==> config.mk <==
export PLATFORM = sky130hd
export DESIGN_NAME = code842n1_digit_packer
export DESIGN_NICKNAME = d
export VERILOG_FILES = /design/src/rtl/code842n1_pkg.sv /design/src/rtl/code842n1_decode.sv /design/src/rtl/code842n1_digit_packer.sv
export SDC_FILE = /design/constraint.sdc
export NUM_CORES = 1
export LEC_CHECK = 0
export BUFFER_PORTS_ARGS = -buffer_cell sky130_fd_sc_hd__clkbuf_2
export CORE_UTILIZATION = 54
export DETAILED_ROUTE_END_ITERATION = 6
export HOLD_SLACK_MARGIN = 0.12
export PLACE_DENSITY = 0.89
export SKIP_CTS_REPAIR_TIMING = 1
export SLEW_MARGIN = 20
export SYNTH_ARGS = -nofsm -noshare
export SYNTH_HDL_FRONTEND = slang
export SYNTH_SLANG_ARGS = --single-unit
==> constraint.sdc <==
create_clock -name clk -period 1.7 [get_ports clk]
set_input_delay 0.17 -clock clk [delete_from_list [all_inputs] [get_ports clk]]
set_output_delay 0.17 -clock clk [all_outputs]
set_load 0.02 [all_outputs]
==> src/rtl/code842n1_pkg.sv <==
// Shared definitions for the 8,4,-2,-1 code packer.
//   - Legal code word constants and the filler digit used for illegal codes.
//   - FSM state encoding for the packer.
//   - is_legal_842n1(): true for the ten legal code words.
package code842n1_pkg;

  localparam logic [3:0] CODE_0 = 4'b0000;
  localparam logic [3:0] CODE_1 = 4'b0111;
  localparam logic [3:0] CODE_2 = 4'b0110;
  localparam logic [3:0] CODE_3 = 4'b0101;
  localparam logic [3:0] CODE_4 = 4'b0100;
  localparam logic [3:0] CODE_5 = 4'b1011;
  localparam logic [3:0] CODE_6 = 4'b1010;
  localparam logic [3:0] CODE_7 = 4'b1001;
  localparam logic [3:0] CODE_8 = 4'b1000;
  localparam logic [3:0] CODE_9 = 4'b1111;

  localparam logic [3:0] ILLEGAL_DIGIT = 4'hF;

  typedef enum logic {
    StFill = 1'b0,
    StHold = 1'b1
  } state_e;

  function automatic logic is_legal_842n1(input logic [3:0] code);
    logic legal;
    legal = 1'b0;
    case (code)
      CODE_0, CODE_1, CODE_2, CODE_3, CODE_4,
      CODE_5, CODE_6, CODE_7, CODE_8, CODE_9: legal = 1'b1;
      default:                                legal = 1'b0;
    endcase
    return legal;
  endfunction

endpackage

==> src/rtl/code842n1_decode.sv <==
// Combinational 8,4,-2,-1 -> BCD digit decoder.
//   code_i    : 4-bit 8,4,-2,-1 code word
//   digit_o   : decoded BCD digit, ILLEGAL_DIGIT for unused code words
//   illegal_o : high when code_i is not one of the ten legal words
module code842n1_decode
  import code842n1_pkg::*;
(
  input  logic [3:0] code_i,
  output logic [3:0] digit_o,
  output logic       illegal_o
);

  always_comb begin
    digit_o = ILLEGAL_DIGIT;
    case (code_i)
      CODE_0:  digit_o = 4'd0;
      CODE_1:  digit_o = 4'd1;
      CODE_2:  digit_o = 4'd2;
      CODE_3:  digit_o = 4'd3;
      CODE_4:  digit_o = 4'd4;
      CODE_5:  digit_o = 4'd5;
      CODE_6:  digit_o = 4'd6;
      CODE_7:  digit_o = 4'd7;
      CODE_8:  digit_o = 4'd8;
      CODE_9:  digit_o = 4'd9;
      default: digit_o = ILLEGAL_DIGIT;
    endcase
    illegal_o = ~is_legal_842n1(code_i);
  end

endmodule

==> src/rtl/code842n1_digit_packer.sv <==
// Packs a stream of 8,4,-2,-1 coded digits into multi-digit BCD words.
//   clk, rst_n          : clock, asynchronous active-low reset
//   in_valid/in_ready   : input handshake, in_code is the coded digit
//   flush               : drop the partially assembled word (ignored while a word is held)
//   out_valid/out_ready : output handshake for out_bcd/out_err
//   out_bcd             : packed BCD, first received digit in the MS nibble
//   out_err             : at least one illegal code inside the current word
//   err_cnt             : saturating count of all illegal codes accepted
module code842n1_digit_packer
  import code842n1_pkg::*;
#(
  parameter int unsigned DIGITS = 4,
  parameter int unsigned CNT_W  = 8
) (
  input  logic                clk,
  input  logic                rst_n,
  input  logic                in_valid,
  output logic                in_ready,
  input  logic [3:0]          in_code,
  input  logic                flush,
  output logic                out_valid,
  input  logic                out_ready,
  output logic [4*DIGITS-1:0] out_bcd,
  output logic                out_err,
  output logic [CNT_W-1:0]    err_cnt
);

  localparam int unsigned CntW  = (DIGITS > 1) ? $clog2(DIGITS) : 1;
  localparam int unsigned WordW = 4 * DIGITS;

  state_e            state_q, state_d;
  logic [CntW-1:0]   cnt_q, cnt_d;
  logic [WordW-1:0]  asm_q, asm_d;
  logic              werr_q, werr_d;
  logic [WordW-1:0]  out_bcd_q, out_bcd_d;
  logic              out_err_q, out_err_d;
  logic [CNT_W-1:0]  err_cnt_q, err_cnt_d;

  logic [3:0]        dec_digit;
  logic              dec_illegal;
  logic              in_xfer;
  logic              last_digit;
  logic [WordW-1:0]  asm_shift;
  logic [WordW-1:0]  first_word;

  code842n1_decode u_decode (
    .code_i    (in_code),
    .digit_o   (dec_digit),
    .illegal_o (dec_illegal)
  );

  // Ready depends only on state and out_ready, never on in_valid.
  assign in_ready  = (state_q == StFill) | out_ready;
  assign out_valid = (state_q == StHold);
  assign out_bcd   = out_bcd_q;
  assign out_err   = out_err_q;
  assign err_cnt   = err_cnt_q;

  assign in_xfer    = in_valid & in_ready;
  assign last_digit = (cnt_q == CntW'(DIGITS - 1));

  always_comb begin
    asm_shift       = asm_q << 4;
    asm_shift[3:0]  = dec_digit;
    first_word      = '0;
    first_word[3:0] = dec_digit;
  end

  always_comb begin
    state_d   = state_q;
    cnt_d     = cnt_q;
    asm_d     = asm_q;
    werr_d    = werr_q;
    out_bcd_d = out_bcd_q;
    out_err_d = out_err_q;
    err_cnt_d = err_cnt_q;

    // Counted even when the digit itself is discarded by flush.
    if (in_xfer && dec_illegal && (err_cnt_q != {CNT_W{1'b1}})) begin
      err_cnt_d = err_cnt_q + 1'b1;
    end

    case (state_q)
      StFill: begin
        if (flush) begin
          cnt_d  = '0;
          asm_d  = '0;
          werr_d = 1'b0;
        end else if (in_xfer) begin
          if (last_digit) begin
            out_bcd_d = asm_shift;
            out_err_d = werr_q | dec_illegal;
            cnt_d     = '0;
            asm_d     = '0;
            werr_d    = 1'b0;
            state_d   = StHold;
          end else begin
            asm_d  = asm_shift;
            werr_d = werr_q | dec_illegal;
            cnt_d  = cnt_q + 1'b1;
          end
        end
      end
      StHold: begin
        if (out_ready) begin
          if (in_valid) begin
            // Word leaves and the next word's first digit is taken on the same edge.
            if (DIGITS == 1) begin
              out_bcd_d = first_word;
              out_err_d = dec_illegal;
            end else begin
              asm_d   = first_word;
              werr_d  = dec_illegal;
              cnt_d   = CntW'(1);
              state_d = StFill;
            end
          end else begin
            state_d = StFill;
          end
        end
      end
      default: state_d = StFill;
    endcase
  end

  always_ff @(posedge clk or negedge rst_n) begin
    if (!rst_n) begin
      state_q   <= StFill;
      cnt_q     <= '0;
      asm_q     <= '0;
      werr_q    <= 1'b0;
      out_bcd_q <= '0;
      out_err_q <= 1'b0;
      err_cnt_q <= '0;
    end else begin
      state_q   <= state_d;
      cnt_q     <= cnt_d;
      asm_q     <= asm_d;
      werr_q    <= werr_d;
      out_bcd_q <= out_bcd_d;
      out_err_q <= out_err_d;
      err_cnt_q <= err_cnt_d;
    end
  end

endmodule
=== Word level (Yosys, flattened, before mapping) ===
Memories as Yosys holds them, arrays and structs flattened.
Cells that the tools add are included.

* Bitwise gates (word level): 6
* Multiplexer cells: 23
* Reductions and logical operators: 4
* Add/sub/neg operators: 2
* Equality and inequality tests: 5

{| class="wikitable"
|+ Operators by type and width
! kind !! number
|-
| 2-to-1 mux 12 bit || 5
|-
| case mux 12 bit (2 select lines) || 1
|-
| 2-to-1 mux 2 bit || 5
|-
| 2-to-1 mux 1 bit || 9
|-
| adder 8 x 1 -> 8 bit, second input constant || 1
|-
| != test 8 bit, second input constant || 1
|-
| != test 2 bit, second input constant || 2
|-
| case mux 1 bit (2 select lines) || 2
|-
| case mux 2 bit (2 select lines) || 1
|-
| AND reduction 4 bit || 1
|-
| != test 3 bit, second input constant || 1
|-
| inverter 1 bit || 3
|-
| AND reduction 3 bit || 1
|-
| adder 2 x 1 -> 2 bit, second input constant || 1
|-
| == test 2 bit, second input constant || 1
|-
| logical AND 1 bit || 2
|-
| bitwise OR 1 bit || 2
|-
| bitwise AND 1 bit || 1
|}

* Memories kept: 2
* Output and inout bits: 27
* ROM bits: 80
* Register bits: 41

{| class="wikitable"
|+ Memory list
! memory !! words !! width !! rd ports !! clocked after Yosys merged registers in !! write ports !! line !! RTL
|-
| (name not given) || 16 || 4 || 1 || 0 || 0 || code842n1_decode.sv:15 || <nowiki>case (code_i)</nowiki>
|-
| (name not given) || 16 || 1 || 1 || 0 || 0 || code842n1_pkg.sv:28 || <nowiki>case (code)</nowiki>
|}

=== Depth between registers and ports, before layout ===
An unclocked memory read counts as a cell.

* Depth after elaboration: 7
* Gate-level depth with buffers: 8
* Depth with buffers taken out: 8

=== Cells and area by module ===
Synthesis repeated with hierarchy kept, for this count alone.

* Cell total of the unflattened synthesis: 160
* Area, all modules: 1923.1 um^2

{| class="wikitable"
|+ Modules (own cells, without submodules)
! module !! cells an instance !! area an instance (um^2) !! times used
|-
| code842n1_digit_packer || 135 || 1745.4 || 1
|-
| code842n1_decode || 25 || 177.7 || 1
|}

=== Worst setup path before layout ===
OpenSTA, ideal clock, no wires.

* Path kind: register to register
* From: register state_q, in the netlist out_valid
* To: register err_cnt_q[6], in the netlist err_cnt[6]
* Stages on the path, launching flop included: 7
* Data required time: 1.575 ns
* Buffers on the path: 2
* Setup time: 0.125 ns
* Period minus slack after synthesis: 1.619 ns
* Setup slack: 0.081 ns
* Arrival time: 1.494 ns
* Path through: dfrtp_1 -> buf_6 -> nand2b_1 -> buf_4 -> o211ai_4 -> nor3_1 -> mux2_2

* Word-level cells in the longest chain between the ends: 5

{| class="wikitable"
|+ Ends and longest elaborated chain
! element !! line !! RTL
|-
| start: declaration || code842n1_digit_packer.sv:31 || <nowiki>state_e state_q, state_d;</nowiki>
|-
| start signal: assignment || code842n1_digit_packer.sv:128 || <nowiki>state_q <= StFill;</nowiki>
|-
| start signal: assignment || code842n1_digit_packer.sv:136 || <nowiki>state_q <= state_d;</nowiki>
|-
| inverter 1 bit (no source line) || n/a ||
|-
| bitwise OR 1 bit || code842n1_digit_packer.sv:53 || <nowiki>assign in_ready = (state_q == StFill) | out_ready;</nowiki>
|-
| via in_ready || code842n1_digit_packer.sv:18 || <nowiki>output logic in_ready,</nowiki>
|-
| bitwise AND 1 bit || code842n1_digit_packer.sv:59 || <nowiki>assign in_xfer = in_valid & in_ready;</nowiki>
|-
| logical AND 1 bit (2 in a row) || code842n1_digit_packer.sv:79 || <nowiki>if (in_xfer && dec_illegal && (err_cnt_q != {CNT_W{1'b1}})) begin</nowiki>
|-
| end signal: assignment || code842n1_digit_packer.sv:142 || <nowiki>err_cnt_q <= err_cnt_d;</nowiki>
|-
| end: declaration || code842n1_digit_packer.sv:37 || <nowiki>logic [CNT_W-1:0] err_cnt_q, err_cnt_d;</nowiki>
|}

The timed path passes the listed nets, and every way through them passes these cells.
A chain may end at the register's enable or synchronous reset.

=== Final worst setup path ===
* From: register cnt_q[0]
* To: register out_bcd_q[0], in the netlist out_bcd[0]

* Word-level cells in the longest chain between the ends: 2

{| class="wikitable"
|+ Ends and longest elaborated chain
! element !! line !! RTL
|-
| start: declaration || code842n1_digit_packer.sv:32 || <nowiki>logic [CntW-1:0] cnt_q, cnt_d;</nowiki>
|-
| start signal: assignment || code842n1_digit_packer.sv:137 || <nowiki>cnt_q <= cnt_d;</nowiki>
|-
| == test 2 bit || code842n1_digit_packer.sv:60 || <nowiki>assign last_digit = (cnt_q == CntW'(DIGITS - 1));</nowiki>
|-
| AND reduction 4 bit (no source line) || n/a ||
|-
| end signal: assignment || code842n1_digit_packer.sv:140 || <nowiki>out_bcd_q <= out_bcd_d;</nowiki>
|-
| end: declaration || code842n1_digit_packer.sv:35 || <nowiki>logic [WordW-1:0] out_bcd_q, out_bcd_d;</nowiki>
|}

Every way passes these cells.

==> impl_metrics.env <==
export IMPL_p_leak_nw=1.22
export IMPL_holdCritPathClass="in -> reg"
export IMPL_drv_slew=0
export IMPL_grt_pass1_vias=1393
export IMPL_setup_slack_ps=150
export IMPL_required_ps=1960
export IMPL_die_h_um=61.9
export IMPL_power_density_nw_per_um2=1030
export IMPL_post_route_period_util_pct=91.2
export IMPL_die_w_um=61.9
export IMPL_antenna_left=0
export IMPL_wirelength_um=3560
export IMPL_drv_cap=0
export IMPL_area_growth_pct=20.6
export IMPL_root_buffer="clkbuf_4"
export IMPL_design_die_area_um2=3830
export IMPL_core_um2=3390
export IMPL_drive_gt1_share_pct=28.6
export IMPL_track_usage_pct=22.2
export IMPL_syn_area_per_cell_um2=10.3
export IMPL_htree_num_levels=2
export IMPL_status="finished, final reports clean"
export IMPL_cts_reportedPaths_clkPinSlew_ps=120
export IMPL_hpwl_um=2660
export IMPL_ios=36
export IMPL_synth_fp_nets=205
export IMPL_grt_max_degree=42
export IMPL_fmax_mhz=645
export IMPL_vias=1497
export IMPL_wl_per_cell_um=12.4
export IMPL_yosysWarningCount=0
export IMPL_clock_sinks=41
export IMPL_ys_types=36
export IMPL_cts_inserted_buffers=5
export IMPL_placement_io_buffers=35
export IMPL_arrival_ps=1810
export IMPL_fin_setup_tns_ps=0
export IMPL_layout_cells_most_common_list="48 x nand2_1, 41 x dfrtp_1, 35 x clkbuf_2"
export IMPL_drt_iter0_markers=67
export IMPL_post_route_drc_count=0
export IMPL_cts_tree="yes"
export IMPL_tightest_slew_ps=498
export IMPL_final_common_cell="nand2_1"
export IMPL_start_util_pct=57.1
export IMPL_post_dp_cell_area_um2=2240
export IMPL_hold_viol_final=0
export IMPL_overflow=0
export IMPL_layout_min_cycle_time_ps=1550
export IMPL_clk_latency_ps=360
export IMPL_num_rows=21
export IMPL_avgViaCountPerCell=5.22
export IMPL_antenna_found_initial=0
export IMPL_nNetsFinal=257
export IMPL_netlist_area_um2=1940
export IMPL_fillerInstances=245
export IMPL_setup_viol=0
export IMPL_first_pass_iters=4
export IMPL_dp_worst_setup_slack_ps=-58.6
export IMPL_grt_pass1_wl_um=6040
export IMPL_final_cell_area_um2=2340
export IMPL_synth_cells=188
export IMPL_diodes=0
export IMPL_gp_congestion=0.810
export IMPL_crit_fanout=4
export IMPL_rsz0062_at_grt="no"
export IMPL_end_kind="flip-flop"
export IMPL_start_kind="flip-flop"
export IMPL_maxSlewHeadroom_pct=66.8
export IMPL_clockBufferDepth=2
export IMPL_ir_drop_mv=0.604
export IMPL_yosys_register_bits=41
export IMPL_setup_worst_path_class="reg -> reg"
export IMPL_synth_seq_area_share_pct=53.0
export IMPL_skew_ps=9.22
-- path summary, 6_finish.rpt --
| path | cells after the start | start | slack [ps] | end |
|---|---|---|---|---|
| max | 4 | cnt_q[0] | 150 | out_bcd[0] |
| min | 2 | flush | 120 | cnt_q[1] |
| max reg2reg | 4 | cnt_q[0] | 150 | out_bcd[0] |
| min reg2reg | 2 | out_bcd[11] | 480 | out_bcd[11] |
| max in group asynchronous | 3 | rst_n | 960 | werr_q |
| min in group asynchronous | 3 | rst_n | 390 | out_bcd[8] |
-- stage by stage --
step | total power [W] | utilization [%] | instances | hold slack [ps]
6_report | 0.00241 | 68.9 | 287 | 118
5_1_grt | 0.00256 | 68.9 | 287 | 126
4_1_cts | 0.00243 | 68.6 | 286 | -138
3_5_place_dp | 0.00177 | 66.0 | 278 | 256
3_3_place_gp | 0.00175 | 66.0 | 278 | 261
2_1_floorplan | 0.00156 | - | 188 | -126
-- kinds of logic after synthesis --
kind of cell | after synthesis | share of synthesized area, %
AND/OR/NAND/NOR | 75 | 18.5
flip-flops | 41 | 53.0
AO/OA/AOI/OAI | 36 | 12.9
buffers and inverters | 17 | 4.84
adder cells (fa/ha/maj) | 8 | 5.17
multiplexers | 6 | 3.36
XOR/XNOR | 5 | 2.26
-- power breakdown --
part / total, W / switching [W] / internal, W
clock: 0.000664 / 0.000315 / 0.000349
combinational: 0.000534 / 0.000322 / 0.000211
sequential: 0.00121 / 0.000119 / 0.00110
-- metal layers --
layer	global-route usage (%)	wire, um	vias up
met5	0	0	-
met2	37.0	1750	32
met4	10.5	60	0
met1	27.8	1600	718
met3	4.55	137	5
li1	-	-	742
-- flip-flops by register name, summed over array words and instances, names as in the netlist --
register / count
cnt_q: 2
err_cnt: 8
werr_q: 1
out_err: 1
out_valid: 1
asm_q: 12
out_bcd: 16
-- area by class of cell --
type,count,area [um^2],area share (%)
timing repair buffer,53,313,13.4
sequential,41,1030,43.9
clock inverter,2,37.5,1.61
tap,46,57.6,2.46
clock buffer,6,51.3,2.20
inverter,9,33.8,1.45
multi-input combinational,130,817,35.0
-- cell usage after synthesis --
master     instances  area [um^2]
a21boi_0           1         7.51
a21oi_1            4         20.0
a22o_1             8         70.1
a22oi_1            1         7.51
a31oi_1            3         18.8
a32oi_1            1         8.76
and2_1             2         12.5
and2b_1            1         7.51
and3b_4            1         12.5
buf_2              3         15.0
buf_4              1         7.51
buf_6              3         33.8
clkbuf_1           1         3.75
dfrtp_1           41         1030
ha_1               8          100
inv_1              9         33.8
mux2_2             4         45.0
mux2i_1            2         20.0
nand2_1           48          180
nand2b_1           2         12.5
nand3_1            3         15.0
nand3b_1           1         7.51
nand4_1            1         6.26
nor2_1             8         30.0
nor2b_1            1         6.26
nor2b_2            1         8.76
nor3_1             2         10.0
nor4_1             2         12.5
nor4_4             1         21.3
nor4b_2            1         15.0
o211ai_4           1         21.3
o21a_1             1         7.51
o21ai_0           14         70.1
o2bb2ai_1          1         8.76
o32a_1             1         10.0
xor2_1             5         43.8
-- critical path, stage by stage (launching register included) --
cell,delay [ps]
dfrtp_1,390
ha_1,220
inv_1,110
nor4_4,350
mux2_2,370
Power figures use the tool's default switching activity.
